[config.mk]
export PLATFORM = sky130hd
export DESIGN_NAME = spi_fifo_drain_master
export DESIGN_NICKNAME = d
export VERILOG_FILES = /design/src/rtl/spi_fifo_drain_master.sv
export SDC_FILE = /design/constraint.sdc
export NUM_CORES = 1
export LEC_CHECK = 0
export BUFFER_PORTS_ARGS = -buffer_cell sky130_fd_sc_hd__buf_2
export CAP_MARGIN = 25
export CORE_ASPECT_RATIO = 0.5
export CORE_UTILIZATION = 55
export CTS_CLUSTER_SIZE = 10
export DETAILED_ROUTE_END_ITERATION = 16
export GPL_ROUTABILITY_DRIVEN = 0
export PLACE_DENSITY = 0.89
export SYNTH_ARGS = -nofsm -noshare
export SYNTH_HDL_FRONTEND = slang
export SYNTH_SLANG_ARGS = --single-unit
[constraint.sdc]
create_clock -name rd_clk -period 4.3 [get_ports rd_clk]
set_input_delay 0.43 -clock rd_clk [delete_from_list [all_inputs] [get_ports rd_clk]]
set_output_delay 0.43 -clock rd_clk [all_outputs]
set_load 0.01 [all_outputs]
[src/rtl/spi_fifo_drain_master.sv]
// ---------------------------------------------------------------------------
// spi_fifo_drain_master
//
// Drains an async FIFO from its read side and sends each word as one
// SPI mode-0 (CPOL=0, CPHA=0), MSB-first frame. MISO is shifted into a
// receive word that is presented on rx_data with a one-cycle rx_valid.
// Everything runs in the FIFO read-clock domain.
//
// Ports:
//   rd_clk        FIFO read clock
//   rd_rst_n      asynchronous active-low reset
//   en            permit new frames
//   fifo_empty    FIFO empty flag
//   fifo_rd_en    FIFO pop request (high only in POP)
//   fifo_rd_data  FIFO read data, valid the cycle after an accepted pop
//   spi_sclk      serial clock, idles low
//   spi_cs_n      chip select, active low
//   spi_mosi      serial data out
//   spi_miso      serial data in (already synchronous to rd_clk)
//   rx_data       last received word
//   rx_valid      one-cycle pulse when rx_data updates
//   busy          high in every state except IDLE
//
// State  | meaning
// -------+-----------------------------------------------------------------
// IDLE   | waiting for en=1 and a non-empty FIFO
// POP    | fifo_rd_en high for this single cycle
// LOAD   | capture popped word, drive first MOSI bit, drop spi_cs_n
// LEAD   | CLK_DIV cycles of CS setup with SCLK low; first rise on exit
// SHIFT  | SCLK toggles every CLK_DIV cycles until all bits are exchanged
// TRAIL  | CLK_DIV cycles of CS hold; on exit publish rx word, raise CS
// GAP    | CS_GAP cycles with CS high; the last cycle also makes the IDLE
//        | start decision so back-to-back pops are 1+1+cs_low+CS_GAP apart
// ---------------------------------------------------------------------------
module spi_fifo_drain_master #(
    parameter int DATA_WIDTH = 32,
    parameter int CLK_DIV    = 4,
    parameter int CS_GAP     = 2
) (
    input  logic                  rd_clk,
    input  logic                  rd_rst_n,
    input  logic                  en,
    input  logic                  fifo_empty,
    output logic                  fifo_rd_en,
    input  logic [DATA_WIDTH-1:0] fifo_rd_data,
    output logic                  spi_sclk,
    output logic                  spi_cs_n,
    output logic                  spi_mosi,
    input  logic                  spi_miso,
    output logic [DATA_WIDTH-1:0] rx_data,
    output logic                  rx_valid,
    output logic                  busy
);

    localparam int DIV_W = (CLK_DIV > 1) ? $clog2(CLK_DIV) : 1;
    localparam int GAP_W = (CS_GAP > 1) ? $clog2(CS_GAP) : 1;
    localparam int BIT_W = $clog2(DATA_WIDTH) + 1;

    localparam logic [DIV_W-1:0] DIV_LAST = DIV_W'(CLK_DIV - 1);
    localparam logic [GAP_W-1:0] GAP_LAST = GAP_W'(CS_GAP - 1);
    localparam logic [BIT_W-1:0] BIT_LAST = BIT_W'(DATA_WIDTH - 1);
    localparam logic [BIT_W-1:0] BIT_ALL  = BIT_W'(DATA_WIDTH);

    typedef enum logic [2:0] {
        S_IDLE  = 3'd0,
        S_POP   = 3'd1,
        S_LOAD  = 3'd2,
        S_LEAD  = 3'd3,
        S_SHIFT = 3'd4,
        S_TRAIL = 3'd5,
        S_GAP   = 3'd6
    } state_t;

    state_t                state;
    logic [DIV_W-1:0]      div_cnt;
    logic [GAP_W-1:0]      gap_cnt;
    logic [BIT_W-1:0]      bit_cnt;     // counts completed falling edges
    // The bit currently on the wire lives in spi_mosi, so the shifter only
    // keeps the bits still to be sent.
    logic [DATA_WIDTH-2:0] tx_shift;
    logic [DATA_WIDTH-1:0] rx_shift;
    logic                  div_wrap;

    assign div_wrap = (div_cnt == DIV_LAST);

    always_ff @(posedge rd_clk or negedge rd_rst_n) begin
        if (!rd_rst_n) begin
            state      <= S_IDLE;
            div_cnt    <= '0;
            gap_cnt    <= '0;
            bit_cnt    <= '0;
            tx_shift   <= '0;
            rx_shift   <= '0;
            fifo_rd_en <= 1'b0;
            spi_sclk   <= 1'b0;
            spi_cs_n   <= 1'b1;
            spi_mosi   <= 1'b0;
            rx_data    <= '0;
            rx_valid   <= 1'b0;
            busy       <= 1'b0;
        end else begin
            rx_valid <= 1'b0;
            case (state)
                S_IDLE: begin
                    if (en && !fifo_empty) begin
                        state      <= S_POP;
                        fifo_rd_en <= 1'b1;
                        busy       <= 1'b1;
                    end
                end

                S_POP: begin
                    fifo_rd_en <= 1'b0;
                    if (fifo_empty) begin
                        // pop rejected by the FIFO; nothing will arrive
                        state <= S_IDLE;
                        busy  <= 1'b0;
                    end else begin
                        state <= S_LOAD;
                    end
                end

                S_LOAD: begin
                    tx_shift <= fifo_rd_data[DATA_WIDTH-2:0];
                    spi_mosi <= fifo_rd_data[DATA_WIDTH-1];
                    spi_cs_n <= 1'b0;
                    div_cnt  <= '0;
                    bit_cnt  <= '0;
                    state    <= S_LEAD;
                end

                S_LEAD: begin
                    if (div_wrap) begin
                        div_cnt  <= '0;
                        spi_sclk <= 1'b1;
                        rx_shift <= {rx_shift[DATA_WIDTH-2:0], spi_miso};
                        state    <= S_SHIFT;
                    end else begin
                        div_cnt <= div_cnt + 1'b1;
                    end
                end

                S_SHIFT: begin
                    if (div_wrap) begin
                        div_cnt <= '0;
                        if (spi_sclk) begin
                            spi_sclk <= 1'b0;
                            bit_cnt  <= bit_cnt + 1'b1;
                            // after the final falling edge the LSB just stays put
                            if (bit_cnt != BIT_LAST) begin
                                tx_shift <= tx_shift << 1;
                                spi_mosi <= tx_shift[DATA_WIDTH-2];
                            end
                        end else if (bit_cnt == BIT_ALL) begin
                            // last low half-period done; SCLK already low
                            state <= S_TRAIL;
                        end else begin
                            spi_sclk <= 1'b1;
                            rx_shift <= {rx_shift[DATA_WIDTH-2:0], spi_miso};
                        end
                    end else begin
                        div_cnt <= div_cnt + 1'b1;
                    end
                end

                S_TRAIL: begin
                    if (div_wrap) begin
                        div_cnt  <= '0;
                        spi_cs_n <= 1'b1;
                        rx_data  <= rx_shift;
                        rx_valid <= 1'b1;
                        gap_cnt  <= '0;
                        state    <= S_GAP;
                    end else begin
                        div_cnt <= div_cnt + 1'b1;
                    end
                end

                S_GAP: begin
                    if (gap_cnt == GAP_LAST) begin
                        gap_cnt <= '0;
                        if (en && !fifo_empty) begin
                            state      <= S_POP;
                            fifo_rd_en <= 1'b1;
                        end else begin
                            state <= S_IDLE;
                            busy  <= 1'b0;
                        end
                    end else begin
                        gap_cnt <= gap_cnt + 1'b1;
                    end
                end

                default: begin
                    state      <= S_IDLE;
                    fifo_rd_en <= 1'b0;
                    spi_sclk   <= 1'b0;
                    spi_cs_n   <= 1'b1;
                    busy       <= 1'b0;
                end
            endcase
        end
    end

endmodule

==> impl_results.md <==
- Outcome: finished with violations
- Failing checks: DRC
- Via count: 3187
- Placed inst area: 5568 um2
- Synth top area share: 0.5485
- Peak VDD IR: 0.3155 mV
- DRC Markers: 8
- Final std cells w/o fill: 567
- Antenna Cells: 0
- Initial detailed-routing violation count: 184
- Post-Route Utilization: 0.6965
- Worst Tran Pin Value: 0.8626 ns
- Worst slew margin: 0.4227
- Hold Crit Class: in2reg
- R2R depth: 6
- # resized after CTS: 0
- Async S/R FF share, synth: 1.000
- Hpwl dp: 6.071 mm
- Vias in the first global route: 3298
- Top cells by area, synth: dfrtp_1 (55%), mux2_2 (21%), mux2_4 (8.8%), a21oi_1 (0.98%), buf_2 (0.98%)
- Post-synth top area cell: dfrtp_1
- Total grt overflow: 0
- Input/output buffers: 74
- Clk buf depth: 2
- Fill count: 576
- Synthesis Warnings: 0
- First-pass GRT wire length: 16.22 mm
- Distinct cells, synth: 42
- PnR Total Power: 0.002446 W
- Share of layout cells above drive strength 1: 0.5400
- Syn Nets: 398
- DRT Pass-1 Iters: 11
- Die Wd: 138.3 um
- Final ANT Viol Nets: 0
- Setup TNS: 0 ns
- RSZ-0062 raised after global routing: false
- Initial antenna violation count: 0
- Count of final hold-check violations: 0
- Die Y: 70.16 um
- Mapped Avg Cell Area: 14.27 um2
- Static leakage: 3.254 nW
- Max Cap Violations: 0
- Synth top cells by count: dfrtp_1 (112), mux2_2 (97), mux2_4 (30)
- Crit-path most repeated cell: buf_4
- Cell Area, Synth: 5110 um2
- Family with the most delay on the worst path: compound AO/OA/AOI/OAI gates
- Avg WL per Cell: 17.75 um
- Post-Synthesis Cells: 358
- Count leader, synth: dfrtp_1
- Drt total wl: 10.07 mm
- Crit-path cells: or3b_1, buf_4, a211oi_2, o21ai_4, buf_4, mux2_4
- Setup Buffers After CTS: 0
- Synth Register Bits: 113
- Final net count: 477
- Final setup viols: 0
- Sink Count: 113
- Critical Path RT: 4.59 ns
- I/O pin cnt: 75
- R2R Setup Slk: 1.28 ns
- CTS Root Cell: clkbuf_16
- Placed instance count: 533
- Die area: 9703 um2
- Final slew viol count: 0
- Crit Path Max Fanout: 32
- Max Fclk: 331.3 MHz
- CTS buffer count: 17
- WS Path Type: reg2reg
- Crit path depth: 6
- CP max-delay cell: o21ai_4
- Total GRT Usage: 0.2221
- CORE AREA: 8859 um2
- CP endpoint kind: flip-flop
- Register area: 2829 um2
- Clock Latency Late Sink: 0.40 ns
- Pin count of the biggest net entering global routing: 84
- Post-synth EDFFs: 0
- TritonCTS clock tree: done
- Minimum clock period: 3.018 ns
- Sequential element share of the synthesized area: 0.5536
- Period utilisation layout: 0.7019
- CP arrival: 3.30 ns
- Worst Skew: 0.007688 ns
- Starting Density: 0.5768
- CTS H-tree lvls: 4
- PwrDens: 396.5 nW/um2
- Area grow syn2layout: 20.74%
- Post-route cell area: 6170 um2
- Via density: 5.621
- CP max stage delay: 0.70 ns
- Ys flop type: dfrtp_1
- Worst-path clk slew: 0.05 ns
- Crit path buf inv count: 2
- Num rows: 24
- Type of origin of the critical path: flip-flop
- Footprint of the multi-input gates: 2148 um2
- Hold path cells: 2
-- per-stage QoR --
stage	setup WS (ns)	hold slack, ns
final	1.282	0.2564
after global routing	1.151	0.2511
after CTS	1.294	0.2237
after detailed placement	1.309	0.4670
after global placement	1.454	0.4574
after floorplan	2.273	0.1344
-- placed cells by master (no fill, tap or decap), types with 2 or more instances in the layout --
master	instances
dfrtp_1	112
nor3_1	4
clkbuf_16	17
nor2_1	11
a21oi_1	10
a211oi_1	3
nand2_1	4
clkinv_2	6
xnor2_1	4
a311oi_1	2
inv_1	8
a221oi_1	4
mux2i_1	2
a22o_1	2
mux2_2	97
buf_2	73
clkbuf_1	3
bufinv_16	2
o21ai_0	6
o2bb2ai_1	2
mux2_4	30
nand2b_1	5
buf_4	6
clkinvlp_4	2
nand3_1	6
nor2b_1	5
ha_1	3
-- report_power, final --
| group | internal, W | leakage (nW) | switching, W |
|---|---|---|---|
| Combinational | 0.0000202 | 1.44 | 0.0000270 |
| Sequential | 0.00107 | 1.54 | 0.00000352 |
| Clock | 0.000860 | 0.276 | 0.000467 |
| Total | 0.00195 | 3.25 | 0.000498 |
-- layer usage --
metal  GRT usage  routed length (um)  share of wire
met1      0.2800                4410           0.44
met2      0.3508                4945           0.49
met3     0.06722                 515          0.051
met4      0.1161                 195          0.019
met5           0                   0              0
-- path summary, 6_finish.rpt --
kind	to	startpoint
max	rx_shift[29]	state[2]
min reg2reg	spi_cs_n	spi_cs_n
min in group asynchronous	rx_data[12]	rd_rst_n
max in group asynchronous	tx_shift[0]	rd_rst_n
max reg2reg	rx_shift[29]	state[2]
min	rx_shift[0]	spi_miso
-- flip-flops by register name, summed over array words and instances (netlist names) --
signal	cells
spi_cs_n	1
fifo_rd_en	1
rx_shift	32
bit_cnt	6
div_cnt	2
rx_data	32
gap_cnt	1
tx_shift	31
state	3
spi_sclk	1
rx_valid	1
spi_mosi	1
busy	1
-- cell type report --
type | instances | area share
clock inverters | 11 | 0.01845
repair buffers | 81 | 0.07260
clock buffers | 21 | 0.07301
well taps | 117 | 0.02373
flip-flops and latches | 113 | 0.4585
inverters | 9 | 0.005476
multi-input cells | 215 | 0.3482
-- cell families (layout without fill, tap and decap cells) --
| group | Yosys count | in the layout | share of synthesized area |
|---|---|---|---|
| compound gates | 38 | 38 | 0.05387 |
| xor+xnor | 4 | 4 | 0.006855 |
| fa+ha+maj | 3 | 3 | 0.007347 |
| buf+inv | 30 | 122 | 0.02963 |
| flops | 113 | 113 | 0.5536 |
| mux | 129 | 129 | 0.3058 |
| simple gates | 41 | 41 | 0.04285 |
-- timing repair --
action	4_1_cts	5_1_grt
endpoints found under the setup margin	0	0
hold buffers	0	1
hold endpoints to repair	0	7
Power figures use the tool's default switching activity.
